$ cat config.mk
export PLATFORM = sky130hd
export DESIGN_NAME = picoblaze_io_ctrl
export DESIGN_NICKNAME = d
export VERILOG_FILES = /design/src/rtl/picoblaze_io_ctrl.sv
export SDC_FILE = /design/constraint.sdc
export NUM_CORES = 1
export LEC_CHECK = 0
export BUFFER_PORTS_ARGS = -buffer_cell sky130_fd_sc_hd__buf_2
export CELL_PAD_IN_SITES_DETAIL_PLACEMENT = 1
export CELL_PAD_IN_SITES_GLOBAL_PLACEMENT = 2
export CORE_MARGIN = 5
export CORE_UTILIZATION = 28
export DETAILED_ROUTE_END_ITERATION = 8
export PLACE_DENSITY = 0.78
export SETUP_SLACK_MARGIN = 0.4
export SKIP_LAST_GASP = 1
export SLEW_MARGIN = 40
export SYNTH_ARGS = -nofsm -noshare
export SYNTH_HDL_FRONTEND = slang
export SYNTH_SLANG_ARGS = --single-unit
$ cat constraint.sdc
create_clock -name clk -period 1.5 [get_ports clk]
set_input_delay 0.15 -clock clk [delete_from_list [all_inputs] [get_ports clk]]
set_output_delay 0.15 -clock clk [all_outputs]
set_load 0.01 [all_outputs]
$ cat src/rtl/picoblaze_io_ctrl.sv
// PacoBlaze3 I/O and interrupt controller: input channels with optional absolute value,
// read-back output registers, edge-detected events and an interrupt FSM with post-ack hold-off.
module picoblaze_io_ctrl #(
    parameter int                DATA_W      = 8,
    parameter int                NUM_IN      = 4,
    parameter int                NUM_OUT     = 2,
    parameter int                NUM_EVT     = 4,
    parameter logic [NUM_IN-1:0] ABS_MASK    = 4'b0001,
    parameter int                HOLDOFF_CYC = 16
) (
    input  logic                       clk,
    input  logic                       reset_n,
    input  logic [7:0]                 port_id,
    input  logic                       write_strobe,
    input  logic                       read_strobe,
    input  logic [DATA_W-1:0]          out_port,
    output logic [DATA_W-1:0]          in_port,
    output logic                       interrupt,
    input  logic                       interrupt_ack,
    input  logic [NUM_IN*DATA_W-1:0]   input_data,
    input  logic [NUM_EVT-1:0]         event_in,
    output logic [NUM_OUT*DATA_W-1:0]  out_data
);

    localparam int CNT_W = (HOLDOFF_CYC > 1) ? $clog2(HOLDOFF_CYC) : 1;

    localparam logic [7:0] ADDR_PEND   = 8'h10;
    localparam logic [7:0] ADDR_MASK   = 8'h11;
    localparam logic [7:0] ADDR_CLR    = 8'h12;
    localparam logic [7:0] ADDR_STATUS = 8'h13;
    localparam logic [7:0] ADDR_OUT    = 8'h80;

    typedef enum logic [1:0] {
        ST_IDLE = 2'd0,
        ST_REQ  = 2'd1,
        ST_HOLD = 2'd2
    } state_t;

    state_t                      state_r;
    state_t                      state_next_s;
    logic [CNT_W-1:0]            cnt_r;
    logic [CNT_W-1:0]            cnt_next_s;
    logic                        interrupt_r;
    logic [DATA_W-1:0]           in_port_r;
    logic [DATA_W-1:0]           rd_data_s;
    logic [NUM_OUT*DATA_W-1:0]   out_data_r;
    logic [NUM_EVT-1:0]          mask_r;
    logic [NUM_EVT-1:0]          pending_r;
    logic [NUM_EVT-1:0]          prev_r;
    logic [NUM_EVT-1:0]          rise_s;
    logic [NUM_EVT-1:0]          clr_s;
    logic [NUM_EVT-1:0]          pm_s;
    logic [7:0]                  status_s;
    logic [DATA_W-1:0]           chan_s [NUM_IN];
    logic                        unused_s;

    // Absolute value with -128 saturating to +127 so the result stays representable.
    function automatic logic [DATA_W-1:0] abs_sat(input logic [DATA_W-1:0] v);
        logic [DATA_W-1:0] r;
        if (v == {1'b1, {(DATA_W-1){1'b0}}}) begin
            r = {1'b0, {(DATA_W-1){1'b1}}};
        end else if (v[DATA_W-1]) begin
            r = ~v + {{(DATA_W-1){1'b0}}, 1'b1};
        end else begin
            r = v;
        end
        return r;
    endfunction

    function automatic logic [2:0] lowest_idx(input logic [NUM_EVT-1:0] v);
        logic [2:0] r;
        r = 3'd0;
        for (int i = NUM_EVT - 1; i >= 0; i--) begin
            r = v[i] ? 3'(i) : r;
        end
        return r;
    endfunction

    assign unused_s = read_strobe;
    assign rise_s   = event_in & ~prev_r;
    assign clr_s    = (write_strobe && (port_id == ADDR_CLR)) ? out_port[NUM_EVT-1:0]
                                                              : {NUM_EVT{1'b0}};
    assign pm_s     = pending_r & mask_r;
    assign status_s = {|pm_s, 4'b0000, lowest_idx(pm_s)};

    // Per-channel input conditioning.
    always_comb begin
        for (int k = 0; k < NUM_IN; k++) begin
            if (ABS_MASK[k]) begin
                chan_s[k] = abs_sat(input_data[k*DATA_W +: DATA_W]);
            end else begin
                chan_s[k] = input_data[k*DATA_W +: DATA_W];
            end
        end
    end

    // Fully decoded read mux; unmapped addresses read as zero.
    always_comb begin
        rd_data_s = {DATA_W{1'b0}};
        case (port_id)
            ADDR_PEND:   rd_data_s = DATA_W'(pending_r);
            ADDR_MASK:   rd_data_s = DATA_W'(mask_r);
            ADDR_STATUS: rd_data_s = status_s;
            default: begin
                for (int k = 0; k < NUM_IN; k++) begin
                    rd_data_s = (port_id == 8'(k)) ? chan_s[k] : rd_data_s;
                end
                for (int k = 0; k < NUM_OUT; k++) begin
                    rd_data_s = (port_id == (ADDR_OUT + 8'(k))) ? out_data_r[k*DATA_W +: DATA_W]
                                                                : rd_data_s;
                end
            end
        endcase
    end

    // Registered read data, updated every cycle regardless of read_strobe.
    always_ff @(posedge clk or negedge reset_n) begin
        if (!reset_n) begin
            in_port_r <= {DATA_W{1'b0}};
        end else begin
            in_port_r <= rd_data_s;
        end
    end

    // Software-writable mask and output registers.
    always_ff @(posedge clk or negedge reset_n) begin
        if (!reset_n) begin
            mask_r     <= {NUM_EVT{1'b0}};
            out_data_r <= {(NUM_OUT*DATA_W){1'b0}};
        end else if (write_strobe) begin
            if (port_id == ADDR_MASK) begin
                mask_r <= out_port[NUM_EVT-1:0];
            end
            for (int k = 0; k < NUM_OUT; k++) begin
                if (port_id == (ADDR_OUT + 8'(k))) begin
                    out_data_r[k*DATA_W +: DATA_W] <= out_port;
                end
            end
        end
    end

    // Edge history and pending latch; a new edge beats a same-cycle clear.
    always_ff @(posedge clk or negedge reset_n) begin
        if (!reset_n) begin
            prev_r    <= {NUM_EVT{1'b0}};
            pending_r <= {NUM_EVT{1'b0}};
        end else begin
            prev_r    <= event_in;
            pending_r <= (pending_r & ~clr_s) | rise_s;
        end
    end

    // Interrupt FSM next-state; leaving HOLD re-evaluates as IDLE would.
    always_comb begin
        state_next_s = state_r;
        cnt_next_s   = cnt_r;
        case (state_r)
            ST_IDLE: begin
                if (|pm_s) begin
                    state_next_s = ST_REQ;
                end else begin
                    state_next_s = ST_IDLE;
                end
            end
            ST_REQ: begin
                if (!(|pm_s)) begin
                    state_next_s = ST_IDLE;
                end else if (interrupt_ack) begin
                    state_next_s = ST_HOLD;
                    cnt_next_s   = CNT_W'(HOLDOFF_CYC - 1);
                end else begin
                    state_next_s = ST_REQ;
                end
            end
            ST_HOLD: begin
                if (cnt_r == {CNT_W{1'b0}}) begin
                    state_next_s = (|pm_s) ? ST_REQ : ST_IDLE;
                end else begin
                    cnt_next_s = cnt_r - {{(CNT_W-1){1'b0}}, 1'b1};
                end
            end
            default: begin
                state_next_s = ST_IDLE;
                cnt_next_s   = {CNT_W{1'b0}};
            end
        endcase
    end

    // FSM state, hold-off counter and registered interrupt decode.
    always_ff @(posedge clk or negedge reset_n) begin
        if (!reset_n) begin
            state_r     <= ST_IDLE;
            cnt_r       <= {CNT_W{1'b0}};
            interrupt_r <= 1'b0;
        end else begin
            state_r     <= state_next_s;
            cnt_r       <= cnt_next_s;
            interrupt_r <= (state_next_s == ST_REQ);
        end
    end

    assign in_port   = in_port_r;
    assign interrupt = interrupt_r;
    assign out_data  = out_data_r;

endmodule

==> flow_summary.toml, run 1 <==
[setup_path]
cp_cell_sequence = "inv_2 > ha_4 > nor4bb_4 > buf_4 > a211oi_4 > a32o_1"
slowest_delay_ns = 0.41
cpMaxStageDelayCell = "dfrtp_1"
cp_max_fo = 4
critPathTopFamily = "flip-flops"
startpoint_type = "register"
criticalPathCategory = "reg -> reg"
r2r_setup_slack_ns = -0.07
worst-path-buf-inv = 2
critPathCaptureType = "register"
crit_required_ns = 1.70
crit_arrival_ns = 1.76

[sta]
fin_skew_ns = 0.01438
setup_viol = 4
finalCritPeriodShare_pct = 104.4
rsz0062_at_grt = "yes"
worst_slack_ns = -0.06644
drv_slew = 0
slew_headroom_pct = 75.12
tightest_slew_ns = 0.3705
fmax_mhz = 638.4
fin_crit_ns = 1.566
fin_setup_tns_ns = -0.1349
hold_viol_final = 0
whs_ns = 0.09183

[layout]
syn_to_final_growth_pct = 66.41
drive_above_1_share_pct = 60.52
nFillCells = 1083
fin_area_mm2 = 0.004518
diodes = 0
num-nets-final = 485
instances_no_fill = 556

[power_and_ir_drop]
total_power_mw = 3.117
powerDensity_mw_per_mm2 = 690.0
switching_share_pct = 30.82
switchingPower_mw = 0.9607
p_int_mw = 2.157
power_frac_seq_pct = 40.4
power.leakage_nw = 2.037
worst_ir_drop_vdd_uv = 406.1
clkPwrFrac_pct = 27.5
power.share.combinational_pct = 32.1

[logic_synthesis]
yosysWarningCount = 0
synth-edff-count = 0
ys_ff_latch = 43
synth.yosys.seq_area_share_pct = 39.63
netlist_instances = 269
syn_nets = 332
netlist_area_mm2 = 0.002715
ys.flop_type = "dfrtp_1"
synthDistinctLibCells = 64
avgSynthCellArea_um2 = 10.09
async_flop_share_pct = 100.0

[clocking]
clock-sinks = 43
cts_buffers = 5
htreeDepth = 2
clk_path_buf_depth = 2
root_buffer = "clkbuf_8"
path_clk_slew_ns = 0.09
cts_tree = "built"
clock_latency_ns = 0.31

[place]
port_buffers = 80
placed_cells = 531
gp_congestion = 0.8386
hpwlAfterDp_um = 7837
placedInstanceArea_mm2 = 0.003909

[die]
num_rows = 36
start_util_pct = 28.30
io_pins = 82
die-height_um = 108.5
die_area_mm2 = 0.01177
die_w_um = 108.5
core_area_mm2 = 0.009594

[detailed_routing]
first_iter_violations = 51
wl_per_cell_um = 18.67
wl_um = 10380
routed_via_density = 5.058
ant_nets = 0
num_vias = 2812
first_pass_iters = 4
drc = 0

[global_route]
grt_max_degree = 44
grtUsageTotal_pct = 17.93
antenna_found_initial = 0
grt_pass1_vias = 3132
grt_pass1_wl_um = 16410
overflow = 0

[run_status]
outcome = "finished, violations left"
violations = "negative setup slack"

[hold_path]
hold_class = "in -> reg"

[flow_run]
cap_violations = 0
timing repair:
action,CTS,global route
setup buffers,7,5
hold endpoints to repair,47,0
endpoints found under the setup margin,39,39
gates resized for setup,57,24
hold buffers,5,0
pin swaps,26,20
per-layer routing:
layer  vias up  wire length (um)  global-route usage (%)
li1       1337                 -                       -
met1      1379              4472                   23.84
met2        83              5142                   31.20
met3        13               583                   2.209
met4         0               183                   3.787
met5         -                 0                       0
state kept, by name, summed over array words and instances (netlist names):
signal / count
state_r: 2
cnt_r: 4
interrupt: 1
out_data: 16
in_port: 8
mask_r: 4
pending_r: 4
prev_r: 4
worst paths after layout:
check	to	startpoint	cells after the start
worst min register to register	out_data[7]	out_data[7]	1
worst max register to register	cnt_r[2]	state_r[0]	6
worst min-delay path	out_data[15]	out_port[7]	2
min in group asynchronous	in_port[4]	reset_n	3
worst max-delay path	cnt_r[2]	state_r[0]	6
max in group asynchronous	out_data[14]	reset_n	3
cells in the mapped netlist, types with 4 or more instances:
| library cell | instances | area [um2] |
|---|---|---|
| nand2b_1 | 7 | 43.79 |
| nor3_1 | 6 | 30.03 |
| or2_2 | 4 | 25.02 |
| inv_1 | 17 | 63.81 |
| nand2_1 | 16 | 60.06 |
| ha_1 | 6 | 75.07 |
| mux2i_1 | 6 | 60.06 |
| or3_1 | 4 | 25.02 |
| nor2_1 | 18 | 67.56 |
| dfrtp_1 | 43 | 1076 |
| a2bb2oi_1 | 4 | 35.03 |
| a22o_1 | 6 | 52.55 |
| clkbuf_1 | 5 | 18.77 |
| o21ai_0 | 13 | 65.06 |
| a22oi_1 | 4 | 30.03 |
| a21oi_1 | 6 | 30.03 |
| mux2_2 | 23 | 259.0 |
| a211oi_1 | 4 | 30.03 |
power groups by stage:
stage | registers [mW] | logic [mW] | clock network, mW
after global placement | 1.28 | 0.784 | 0
after global routing | 1.27 | 1.09 | 0.936
after CTS | 1.26 | 0.937 | 0.891
final | 1.26 | 1.00 | 0.856
after detailed placement | 1.28 | 0.805 | 0
after floorplan | 1.29 | 0.386 | 0
area by class of cell:
class / instances / area, um2 / share of cell area, %
Timing Repair Buffer: 154 / 1097 / 24.29
Tap cell: 133 / 166.4 / 3.683
Clock buffer: 7 / 96.34 / 2.132
Multi-Input combinational cell: 201 / 2004 / 44.36
Inverter: 17 / 68.82 / 1.523
Clock inverter: 1 / 7.507 / 0.1662
Sequential cell: 43 / 1077 / 23.84
metrics by stage:
step | worst slack [ns] | util (%)
after floorplan | 0.02398 | -
after global placement | -0.1596 | 40.74
after detailed placement | -0.1685 | 40.74
after CTS | -0.06914 | 45.49
after global routing | -0.1463 | 47.09
final | -0.06644 | 47.09
kinds of logic (layout without fill, tap and decap cells):
family                     Yosys count  after routing  synth area share [%]
AOI/OAI and AO/OA                   79             79                 22.03
xor gates and xnor gates             2              2                0.6453
adders and majority gates            6              6                 2.765
buffers and inverters               25            179                 3.825
DFF                                 43             43                 39.63
muxes                               29             29                 11.75
and+or+nand+nor                     85             85                 19.36
cells in the final DEF, fill, tap and decap left out, types with 5 or more instances in the layout:
cell / count
ha_4: 5
buf_4: 57
o21ai_0: 7
inv_1: 11
nand2b_1: 7
buf_6: 11
mux2_2: 10
mux2_4: 13
mux2i_1: 5
nor2_1: 16
clkbuf_8: 7
dfrtp_1: 42
nand2_1: 13
buf_2: 74
dlygate4sd3_1: 5
(Power assumes the default switching activity.)
==> run 2: changes to the inputs <==
- ABC_AREA: unset -> 1
- CAP_MARGIN: unset -> 20
- CORE_UTILIZATION: 28 -> 25
==> flow_summary.toml, run 2 <==
[run_status]
outcome = "finished clean"

[global_route]
grtUsageMet3_pct = 2.679
use_met1_pct = 17.31
grt_pass1_vias = 2689
overflow = 0
grt_pass1_wl_um = 12950
antenna_found_initial = 1
gr-usage-met2_pct = 24.22
grt_max_degree = 44
busiest_layer = "met2"
grtUsageTotal_pct = 13.74

[layout]
seqCellArea_mm2 = 0.001077
syn_to_final_growth_pct = 47.07
drive_above_1_share_pct = 42.70
utilization_pct = 37.63
diodes = 0
num-nets-final = 514
multiInputGateArea_mm2 = 0.001414
nFillCells = 1213
final_common_cell = "nand2_1"
final_cell_mix = "87 x nand2_1, 79 x buf_2, 42 x dfrtp_1"
instances_no_fill = 585
largest_reg_flops = 16

[sta]
slew_headroom_pct = 78.05
hold_viol_final = 0
tightest_slew_ns = 0.3280
setup_viol = 0
fin_setup_tns_ns = 0
drv_slew = 0
rsz0062_at_grt = "yes"
finalCritPeriodShare_pct = 93.69
fin_crit_ns = 1.405
whs_ns = 0.08046
fmax_mhz = 711.6
fin_skew_ns = 0.005681

[setup_path]
rr_worst_depth = 8
crit_arrival_ns = 1.62
r2r-end = "cnt_r[0]"
r2r_setup_slack_ns = 0.09
startpoint_type = "register"
rr_startpoint = "cnt_r[0]"
cp_max_fo = 3
criticalPathCategory = "reg -> reg"
crit_required_ns = 1.72
critPathCaptureType = "register"

[logic_synthesis]
syn_nets = 392
synth_top_area_cell = "dfrtp_1"
netlist_area_mm2 = 0.002501
synth.yosys.seq_area_share_pct = 43.02
ys.flop_type = "dfrtp_1"
synth-edff-count = 0
ys_top_cells_by_count = "101 x nand2_1, 44 x inv_1, 43 x dfrtp_1"
async_flop_share_pct = 100.0
synthDistinctLibCells = 28
avgSynthCellArea_um2 = 7.602
yosysMostFrequentCell = "nand2_1"
netlist_instances = 329
yosysWarningCount = 0
ys_ff_latch = 43
synth_area_leaders = "dfrtp_1 43%, nand2_1 15%, inv_1 6.6%, nor2_1 4.8%, nand3_1 4.2%"
yosysTopAreaCellShare_pct = 43.02

[detailed_routing]
drc = 0
routed_via_density = 4.429
first_pass_iters = 4
num_vias = 2591
wl_per_cell_um = 14.25
wl_um = 8336
ant_nets = 0
first_iter_violations = 81

[clocking]
clk_path_buf_depth = 2
cts_buffers = 5
htreeDepth = 2
clock-sinks = 43
clock_latency_ns = 0.29
root_buffer = "clkbuf_8"
cts_tree = "built"
path_clk_slew_ns = 0.08

[power_and_ir_drop]
clkPwrFrac_pct = 36.0
power_frac_seq_pct = 42.7
switching_share_pct = 26.24
worst_ir_drop_vdd_uv = 471.0
total_power_mw = 2.947
switchingPower_mw = 0.7731
p_int_mw = 2.173
powerDensity_mw_per_mm2 = 801.0
power.share.combinational_pct = 21.3
power.leakage_nw = 1.865

[die]
core_area_mm2 = 0.009774
io_pins = 82
die_w_um = 110.0
die-height_um = 110.0
die_area_mm2 = 0.01210
num_rows = 36
start_util_pct = 25.59

[flow_run]
cap_violations = 0

[place]
port_buffers = 80
hpwlAfterDp_um = 6271
placed_cells = 547
gp_congestion = 0.8523

[hold_path]
min_from = "input_data[29]"
hold_class = "in -> reg"
hold_end = "in_port[5]"
worstHoldPathCells = 3
## run 2: cell count changes in the layout (fill, tap and decap cells not counted), sizes merged, moves of 19 or more
cell and delta:
nand2 +86, buf -36, inv +27, mux2 -23, nand3 +21, nor2 +21, o21ai +19
## run 2: timing repair
item / in CTS / in global routing
endpoints found under the setup margin: 8 / 20
pin swaps: 8 / 17
endpoints found under the hold margin: 47 / 0
hold buffers: 5 / 0
buffers inserted: 18 / 7
gates resized for setup: 19 / 24
cloned: 0 / 0
## run 2: critical path: stages (launching register included)
cell	delay, ns
dfrtp_1	0.41
inv_2	0.09
ha_4	0.14
nor3b_4	0.21
nand2_1	0.09
nand2_2	0.09
nor2_4	0.06
buf_6	0.12
o22ai_2	0.13
## run 2: worst max path at each step
stage / slack (ns) / to / start
floorplan: 0.25 / cnt_r[3] / state_r[1]
detailed placement: 0.03 / cnt_r[0] / state_r[0]
global route: -0.01 / interrupt / cnt_r[0]
global placement: 0.12 / cnt_r[0] / state_r[0]
CTS: 0.13 / cnt_r[0] / state_r[0]
finish: 0.09 / cnt_r[0] / cnt_r[0]
## run 2: stage by stage
step / setup slack, ns / area, um2
after floorplan: 0.2490 / 2560
after global placement: 0.1194 / 3168
after detailed placement: 0.03296 / 3168
after CTS: 0.1255 / 3558
after global routing: -0.01445 / 3679
final: 0.09464 / 3679
## run 2: cell families after synthesis
group                    count (synthesis)  share of synthesized area, %
buffers and inverters                   47                         7.704
AND/OR/NAND/NOR                        183                         33.92
adder cells (fa/ha/maj)                  6                         3.001
AO/OA/AOI/OAI                           49                         12.01
flip-flops                              43                         43.02
XOR/XNOR                                 1                        0.3502
## run 2: power by group through the flow
stage	clock network, mW	logic [mW]	registers (mW)
after floorplan	0	0.247	1.28
after global placement	0	0.457	1.28
after detailed placement	0	0.474	1.28
after CTS	1.09	0.599	1.26
after global routing	1.14	0.692	1.26
final	1.06	0.629	1.26
## run 2: area by class of cell
cell class              count  share of cell area (%)
inverters                  44                   4.558
well taps                 133                   4.524
clock buffers               6                   1.973
flip-flops and latches     43                   29.29
clock inverters             2                   1.633
repair buffers            118                   19.59
multi-input cells         239                   38.44
## run 2: per-layer routing
metal | share of wire, % | vias up | wire length (um)
li1 | - | 1295 | -
met3 | 4.8 | 11 | 402
met1 | 44 | 1231 | 3698
met5 | 0.16 | - | 13
met4 | 1.2 | 2 | 101
met2 | 49 | 52 | 4119
